<file path="src/rtl/bp_update_queue.sv">
// In-order queue feeding branch resolutions back to the tournament predictor.
// Optional BP_UPDATE_STATS_EN adds saturating update/mispredict counters.
module bp_update_queue #(
    parameter  int VLEN      = 64,
    parameter  int GIDX_BITS = 10,
    parameter  int LIDX_BITS = 10,
    parameter  int DEPTH     = 8,
    localparam int META_W    = GIDX_BITS + LIDX_BITS + 4,
    localparam int AW        = $clog2(DEPTH)
) (
    input  logic              clk_i,
    input  logic              rst_ni,
    input  logic              flush_i,
    input  logic              debug_mode_i,
    input  logic              push_valid_i,
    output logic              push_ready_o,
    input  logic [VLEN-1:0]   push_pc_i,
    input  logic [1:0]        push_pred_i,
    input  logic [META_W-1:0] push_meta_i,
    input  logic              resolve_valid_i,
    input  logic              resolve_taken_i,
    output logic              upd_valid_o,
    output logic [VLEN-1:0]   upd_pc_o,
    output logic              upd_taken_o,
    output logic [META_W-1:0] upd_meta_o,
    output logic              mispredict_o,
    output logic [AW:0]       count_o,
    output logic              err_o
`ifdef BP_UPDATE_STATS_EN
    ,
    output logic [31:0]       stat_upd_o,
    output logic [31:0]       stat_mispred_o
`endif
);

    localparam logic [AW:0] FULL_CNT = (AW + 1)'(DEPTH);

    logic [VLEN-1:0]   pc_mem   [DEPTH];
    logic [1:0]        pred_mem [DEPTH];
    logic [META_W-1:0] meta_mem [DEPTH];

    // Extra MSB on each pointer distinguishes full from empty.
    logic [AW:0]   wr_ptr, rd_ptr;
    logic [AW-1:0] wr_idx, rd_idx;
    logic          empty, do_push, do_pop, bad_resolve, emit;
    logic [1:0]    head_pred;
    logic          mis;

    assign wr_idx       = wr_ptr[AW-1:0];
    assign rd_idx       = rd_ptr[AW-1:0];
    assign count_o      = wr_ptr - rd_ptr;
    assign empty        = (count_o == '0);
    assign push_ready_o = (count_o != FULL_CNT);

    assign do_push     = push_valid_i && push_ready_o && !flush_i;
    assign do_pop      = resolve_valid_i && !empty && !flush_i;
    assign bad_resolve = resolve_valid_i && empty && !flush_i;
    assign emit        = do_pop && !debug_mode_i;

    assign head_pred = pred_mem[rd_idx];
    assign mis = !head_pred[1] ? resolve_taken_i
                               : (head_pred[0] != resolve_taken_i);

    always_ff @(posedge clk_i) begin
        if (do_push) begin
            pc_mem[wr_idx]   <= push_pc_i;
            pred_mem[wr_idx] <= push_pred_i;
            meta_mem[wr_idx] <= push_meta_i;
        end
    end

    always_ff @(posedge clk_i) begin
        if (!rst_ni) begin
            wr_ptr <= '0;
            rd_ptr <= '0;
            err_o  <= 1'b0;
        end else if (flush_i) begin
            wr_ptr <= '0;
            rd_ptr <= '0;
        end else begin
            if (do_push) wr_ptr <= wr_ptr + 1'b1;
            if (do_pop) rd_ptr <= rd_ptr + 1'b1;
            if (bad_resolve) err_o <= 1'b1;
        end
    end

    // Data outputs hold their last value between update pulses.
    always_ff @(posedge clk_i) begin
        if (!rst_ni) begin
            upd_valid_o  <= 1'b0;
            upd_pc_o     <= '0;
            upd_taken_o  <= 1'b0;
            upd_meta_o   <= '0;
            mispredict_o <= 1'b0;
        end else begin
            upd_valid_o <= emit;
            if (emit) begin
                upd_pc_o     <= pc_mem[rd_idx];
                upd_taken_o  <= resolve_taken_i;
                upd_meta_o   <= meta_mem[rd_idx];
                mispredict_o <= mis;
            end
        end
    end

`ifdef BP_UPDATE_STATS_EN
    always_ff @(posedge clk_i) begin
        if (!rst_ni) begin
            stat_upd_o     <= '0;
            stat_mispred_o <= '0;
        end else if (upd_valid_o) begin
            if (stat_upd_o != '1) stat_upd_o <= stat_upd_o + 1'b1;
            if (mispredict_o && stat_mispred_o != '1)
                stat_mispred_o <= stat_mispred_o + 1'b1;
        end
    end
`endif

endmodule

</file>
<file path="config.mk">
export PLATFORM = sky130hd
export DESIGN_NAME = bp_update_queue
export DESIGN_NICKNAME = d
export VERILOG_FILES = /design/src/rtl/bp_update_queue.sv
export SDC_FILE = /design/constraint.sdc
export NUM_CORES = 1
export LEC_CHECK = 0
export CAP_MARGIN = 20
export CORE_ASPECT_RATIO = 1.4
export CORE_MARGIN = 1.5
export CORE_UTILIZATION = 40
export CTS_CLUSTER_DIAMETER = 120
export DETAILED_ROUTE_END_ITERATION = 12
export DONT_BUFFER_PORTS = 1
export PLACE_DENSITY = 0.51
export SLEW_MARGIN = 25
export SYNTH_ARGS = -nofsm -noshare
export SYNTH_HDL_FRONTEND = slang
export SYNTH_SLANG_ARGS = --single-unit
</file>
<file path="constraint.sdc">
create_clock -name clk_i -period 27 [get_ports clk_i]
set_input_delay 4.05 -clock clk_i [delete_from_list [all_inputs] [get_ports clk_i]]
set_output_delay 4.05 -clock clk_i [all_outputs]
set_load 0.05 [all_outputs]
</file>
==> results of run 1 <==
-- registers in the layout, indices dropped and copies added, names as in the netlist, named ones only --
name          flops
upd_meta_o       24
meta_mem        192
upd_taken_o       1
upd_pc_o         64
rd_ptr            4
upd_valid_o       1
err_o             1
pc_mem          512
mispredict_o      1
pred_mem         16
wr_ptr            4
-- through the flow --
step / cell area [µm²] / std cells
6_report: 34200 / 2589
2_1_floorplan: 30400 / 1535
3_3_place_gp: 31500 / 2438
5_1_grt: 34200 / 2589
3_5_place_dp: 31600 / 2440
4_1_cts: 34200 / 2589
-- cell type report --
class | count | area, µm² | share of cell area, %
inverters | 8 | 35.0 | 0.103
flip-flops and latches | 823 | 23700 | 69.4
clock buffers | 120 | 2360 | 6.90
well taps | 968 | 1210 | 3.55
clock inverters | 29 | 219 | 0.641
repair buffers | 27 | 268 | 0.784
multi-input cells | 614 | 6370 | 18.7
-- power by group through the flow --
stage               Sequential (mW)  Combinational (mW)  Clock [mW]
global placement               1.43              0.0348           0
CTS                            1.41              0.0352        1.13
detailed placement             1.43              0.0351           0
floorplan                      1.43              0.0258           0
global route                   1.41              0.0378        1.17
finish                         1.41              0.0341        1.10
-- kinds of logic after synthesis --
kind of cell,Yosys count
compound gates,107
xor+xnor,6
fa+ha+maj,6
buf+inv,98
flops,823
mux,182
simple gates,313
-- layout by cell type (no fill, tap or decap), types with 6 or more instances in the layout --
master / Yosys / final
a311oi_1: 89 / 88
buf_4: 3 / 21
clkbuf_1: 41 / 25
clkbuf_16: 0 / 85
clkbuf_8: 0 / 10
clkinv_1: 0 / 7
clkinv_2: 0 / 17
dfxtp_1: 103 / 100
edfxtp_1: 720 / 720
inv_1: 6 / 6
mux4_2: 177 / 177
nand2_1: 190 / 190
nand3_1: 8 / 8
nor2_1: 98 / 97
-- per-layer routing --
metal | track usage [%] | vias up | part of all wire [%]
met2 | 29.9 | 342 | 50
met3 | 5.44 | 87 | 7.6
met4 | 5.36 | 0 | 2.0
met5 | 0 | - | 0
li1 | - | 6240 | -
met1 | 22.2 | 7644 | 41
-- final timing paths --
path,start,to,slack (ps),depth (start not counted)
hold / removal,wr_ptr[0],wr_ptr[0],530,2
setup reg to reg,rd_ptr[1],meta_mem[4][2],21540,9
hold reg to reg,wr_ptr[0],wr_ptr[0],530,2
setup / recovery,rd_ptr[1],push_ready_o,19240,6
-- Yosys cell counts (all sizes together) --
library cell,count,area [µm²]
nand4b,1,8.76
nand2b,4,25.0
mux2i,5,50.1
and3b,1,8.76
nand3b,1,7.51
nor3b,4,30.0
a31o,1,8.76
o21ai,6,30.0
or2,1,6.26
xor2,3,26.3
mux4,177,3990
a311oi,89,780
nor3,3,20.0
nand2,190,713
fa,1,20.0
and2,1,6.26
clkbuf,41,154
and3,1,6.26
nor2,98,368
buf,49,240
a31oi,3,33.8
ha,5,62.6
a21oi,5,25.0
dfxtp,103,2060
a21o,2,15.0
edfxtp,720,21600
xnor2,3,26.3
inv,8,30.0
nand3,8,40.0
o2bb2ai,1,8.76
-- critical path, stage by stage (launching register included) --
cell     delay (ps)
dfxtp_4         820
inv_4           400
ha_1            400
and3b_1         170
o21ai_1         350
nand2_1         430
nand2_1         520
==> metrics.txt, run 1 <==
Sw Share 19.6%; XOR/XNOR Fraction of Synth Area 0.173%; yosys warns 0; dpl ws 19,790 ps; fin crit period 7760 ps; Fin. Hold Viols 0; Antenna Cells 0; Cell variety after synth 36; fraction of layout cells with a size suffix above 1 20.9%; Overall Power 2.54 mW; Die Wd 236 µm; Rows 119; Final nets 1,659; Post-DP HPWL 35,800 µm; clk sinks 823; worst hold margin 531 ps; Hold Buf Count CTS 0; clk slew on worst S/H paths 60 ps; core area 75,200 µm²; Arr. time, crit path 3710 ps; I/O Buffers 0; Synth Area in Adders 0.271%; Synth Area in Simple Gates 4.08%; Max Cap Viol 0; global placement routability congestion 0.733; Final WS setup 19,240 ps; pin count of the biggest net entering global routing 180; DRC Markers 0; Via density 5.53; Setup CP Type reg2out; Num CTS Buffers 82; post-synthesis compound-gate area fraction 2.96%; Root Driver clkbuf_16; post-DR wirelength/cell 26.3 µm; Net Sw Power 497 µW; post-layout util 45.4%; Critical Path RT 22,950 ps; Final Skew 20.5 ps; Max-slew headroom 32.6%; synthesized area per cell 19.8 µm²; post-synth design cell area 30,400 µm²; Critical Path Source Type register; worst-skew pair later-pin latency 620 ps; status complete, no violations; # fillers 6,242; mux contribution to synthesized area 13.3%; number of global-route vias before repair 15,400; pwr dens 74.3 nW/µm²; Initial DRC Count 890; gr ovfl total 0; Critical Path Sink Type output port; register area share after synthesis 77.9%; area grow syn2layout 12.3%; DR vias 14,300; CTS-repair resized insts 0; Clk pwr share 43.2%; Leak Pwr 10.4 nW; largest family of logic cells by synthesized area multiplexers; first-pass GRT wire length 101,000 µm; post-route ant nets 0; Die Area 77,700 µm²; Comb pwr share 1.3%; hold crit path type reg2reg; crit share post-route 28.7%; synthesized flop and latch total 823; RSZ-0062 raised after global routing false; Starting Density 40.5%; Pins Over Slew Limit 0; initial antenna violation count 1; setup violators final 0; Synthesized Nets 1,638; setup tns final 0 ps; Internal 2.04 mW; die height 329 µm; Worst-Margin Slew 1010 ps; postcts setup bufs 0; max frequency 129 MHz; sequential cell fraction of total power 55.4%; maximum VDD drop 0.0394 mV; Ports 194; Max clock buf depth 3; CTS tree yes; Routed WL 68,100 µm; critical path peak fanout 44; gr usage total 17.8%; H-tree depth 3; Mapped Cells 1,535; Detailed Routing Iterations Pass 1 5
Power figures use the tool's default switching activity.
==> inputs of run 2 (changes only) <==
ABC_AREA = 1   (was default)
PLACE_DENSITY = 0.53   (was 0.51)
clock period = 6.64 ns   (was 27 ns; I/O delays follow)
==> run 2 against run 1 <==
  * Setup slack lost 18000 ps
  * Cell count is 45% higher
  * Worst hold slack lost 76 ps
  * Die area rose by 4.8%
  * Routed wire length up 12%
  * Critical path type is now reg2reg
  * Largest power group unchanged
  * Highest routed layer is now met5
==> metrics.txt, run 2 <==
post-DR wirelength/cell 20.3 µm; crit share post-route 79.0%; core area 79,100 µm²; pin count of the biggest net entering global routing 201; clk slew on worst S/H paths 60 ps; Post-synth top cells edfxtp_1 (720), nor2_1 (551), nand2_1 (468), o21ai_0 (275), o22ai_1 (176); Critical Path Sink Type register; max reg flops 512; Arr. time, crit path 5560 ps; Final WS setup 1390 ps; Ports 194; CTS-repair resized insts 0; dominant synthesized flop cell edfxtp_1; leading registers by flop count pc_mem (512), meta_mem (192), upd_pc_o (64); # fillers 7,241; Largest Register pc_mem; Synthesized Nets 2,804; area grow syn2layout 11.5%; flop-to-flop setup slack 1390 ps; synthesized flop and latch total 823; Max-slew headroom 30.6%; H-tree depth 3; fraction of layout cells with a size suffix above 1 5.90%; critical path's largest stage delay 990 ps; setup tns final 0 ps; Routed WL 76,400 µm; Synth Area in Adders 0.259%; Synth area leaders edfxtp_1 (68%), nor2_1 (6.5%), dfxtp_1 (6.5%); Fin. Hold Viols 0; most frequent cells in the layout edfxtp_1 (720), nor2_1 (544), nand2_1 (468); worst-skew pair later-pin latency 630 ps; post-synth design cell area 31,900 µm²; Max clock buf depth 3; largest family of logic cells by synthesized area simple AND/OR/NAND/NOR gates; clk sinks 823; crit path cell chain inv_4 -> fa_1 -> or2_0 -> nor2_2 -> nand2_1 -> nand2_1 -> inv_1 -> nand2_1 -> nor2_4 -> buf_4; Pins Over Slew Limit 0; reg2reg start rd_ptr[1]; Setup CP Type reg2reg; Detailed Routing Iterations Pass 1 5; Worst-Margin Slew 1040 ps; post-synthesis compound-gate area fraction 9.16%; Antenna Cells 0; Num CTS Buffers 81; postcts setup bufs 0; Post-DP HPWL 40,600 µm; register area share after synthesis 74.3%; first-pass GRT wire length 116,000 µm; Critical Path Source Type register; hold crit path type in2reg; XOR/XNOR Fraction of Synth Area 0.110%; Hold Buf Count CTS 0; critical path peak fanout 48; Max Cap Viol 0; Die Wd 242 µm; crit path launch rd_ptr[1]; Synth Area in Simple Gates 12.5%; initial antenna violation count 3; crit-path most repeated cell nand2_1; pwr dens 299 nW/µm²; gr ovfl total 0; Final nets 2,750; maximum VDD drop 0.187 mV; fin crit period 5250 ps; dpl ws 1290 ps; Via density 5.20; top-count cell post-synth edfxtp_1; slowest cell on the critical path fa_1; Critical Path RT 6950 ps; status complete, no violations; number of global-route vias before repair 19,400; Multi-input gate area 7100 µm²; Die Area 81,500 µm²; setup violators final 0; die height 337 µm; Root Driver clkbuf_16; Post-synth EDFFs 720; Rows 122; CP Capture Point pc_mem[1][18]; Reg area 23,700 µm²; post-route ant nets 0; largest area contributor in the netlist edfxtp_1; yosys warns 0; Mapped Cells 2,701; Leak Pwr 12.5 nW; Reg2Reg Capture Point pc_mem[1][18]; gr usage total 18.6%; Starting Density 40.3%; max frequency 191 MHz; synthesized area per cell 11.8 µm²; commonest non-fill, non-tap cell in the layout edfxtp_1; global placement routability congestion 0.742; I/O Buffers 0; CTS tree yes; mux contribution to synthesized area 0%; Overall Power 10.6 mW; r2r worst-path depth 10; DR vias 19,600; Initial DRC Count 1,356; RSZ-0062 raised after global routing false; Cell variety after synth 25; DRC Markers 0; Final Skew 25.6 ps; ys async rst share 0%; Synth top area share 67.8%
run 2: area by class of cell:
cell class / instances / area share (%)
flip-flops and latches: 823 / 66.6
clock buffers: 118 / 6.61
repair buffers: 29 / 1.16
multi-input cells: 1598 / 20.0
well taps: 1054 / 3.71
clock inverters: 29 / 0.718
inverters: 114 / 1.24
run 2: critical path: cells and delay by family (launching register included):
kind / cells / cell delay (ps)
buffers and inverters: 3 / 1010
adders and majority gates: 1 / 990
DFF: 1 / 850
and+or+nand+nor: 6 / 2020
run 2: cell families after synthesis:
kind of cell	count (synthesis)
simple gates	1048
flops	823
compound gates	540
buf+inv	280
fa+ha+maj	6
xor+xnor	4
run 2: stage by stage:
stage / cell area (µm²) / hold WS, ps / util, % / cells
floorplan: 31900 / 454 / - / 2701
global placement: 32900 / 481 / 41.6 / 3617
detailed placement: 33000 / 480 / 41.7 / 3618
CTS: 35600 / 411 / 45.0 / 3765
global route: 35600 / 425 / 45.0 / 3765
finish: 35600 / 455 / 45.0 / 3765
run 2: how the worst min path moves through the flow:
stage	startpoint	end	slack, ps	cells past startpoint
floorplan	wr_ptr[3]	wr_ptr[3]	450	2
global placement	wr_ptr[3]	wr_ptr[3]	480	2
detailed placement	rd_ptr[3]	rd_ptr[3]	480	2
CTS	push_pc_i[16]	pc_mem[7][16]	410	0
global route	push_pc_i[50]	pc_mem[7][50]	420	0
finish	push_pred_i[0]	pred_mem[2][0]	460	0
run 2: per-layer routing:
layer  track usage, %  up-vias  wire, µm
met5                0        -        12
met4             5.99        2      1770
met3             4.19      102      4860
met2             31.9      469     37300
met1             23.3     9709     32400
li1                 -     9310         -
run 2: report_power, final:
part | internal, mW | total (mW) | switching (mW) | leakage [nW]
sequential | 5.69 | 5.81 | 0.122 | 7.34
clock | 2.61 | 4.50 | 1.89 | 1.28
combinational | 0.0894 | 0.312 | 0.223 | 3.85
total | 8.39 | 10.6 | 2.23 | 12.5
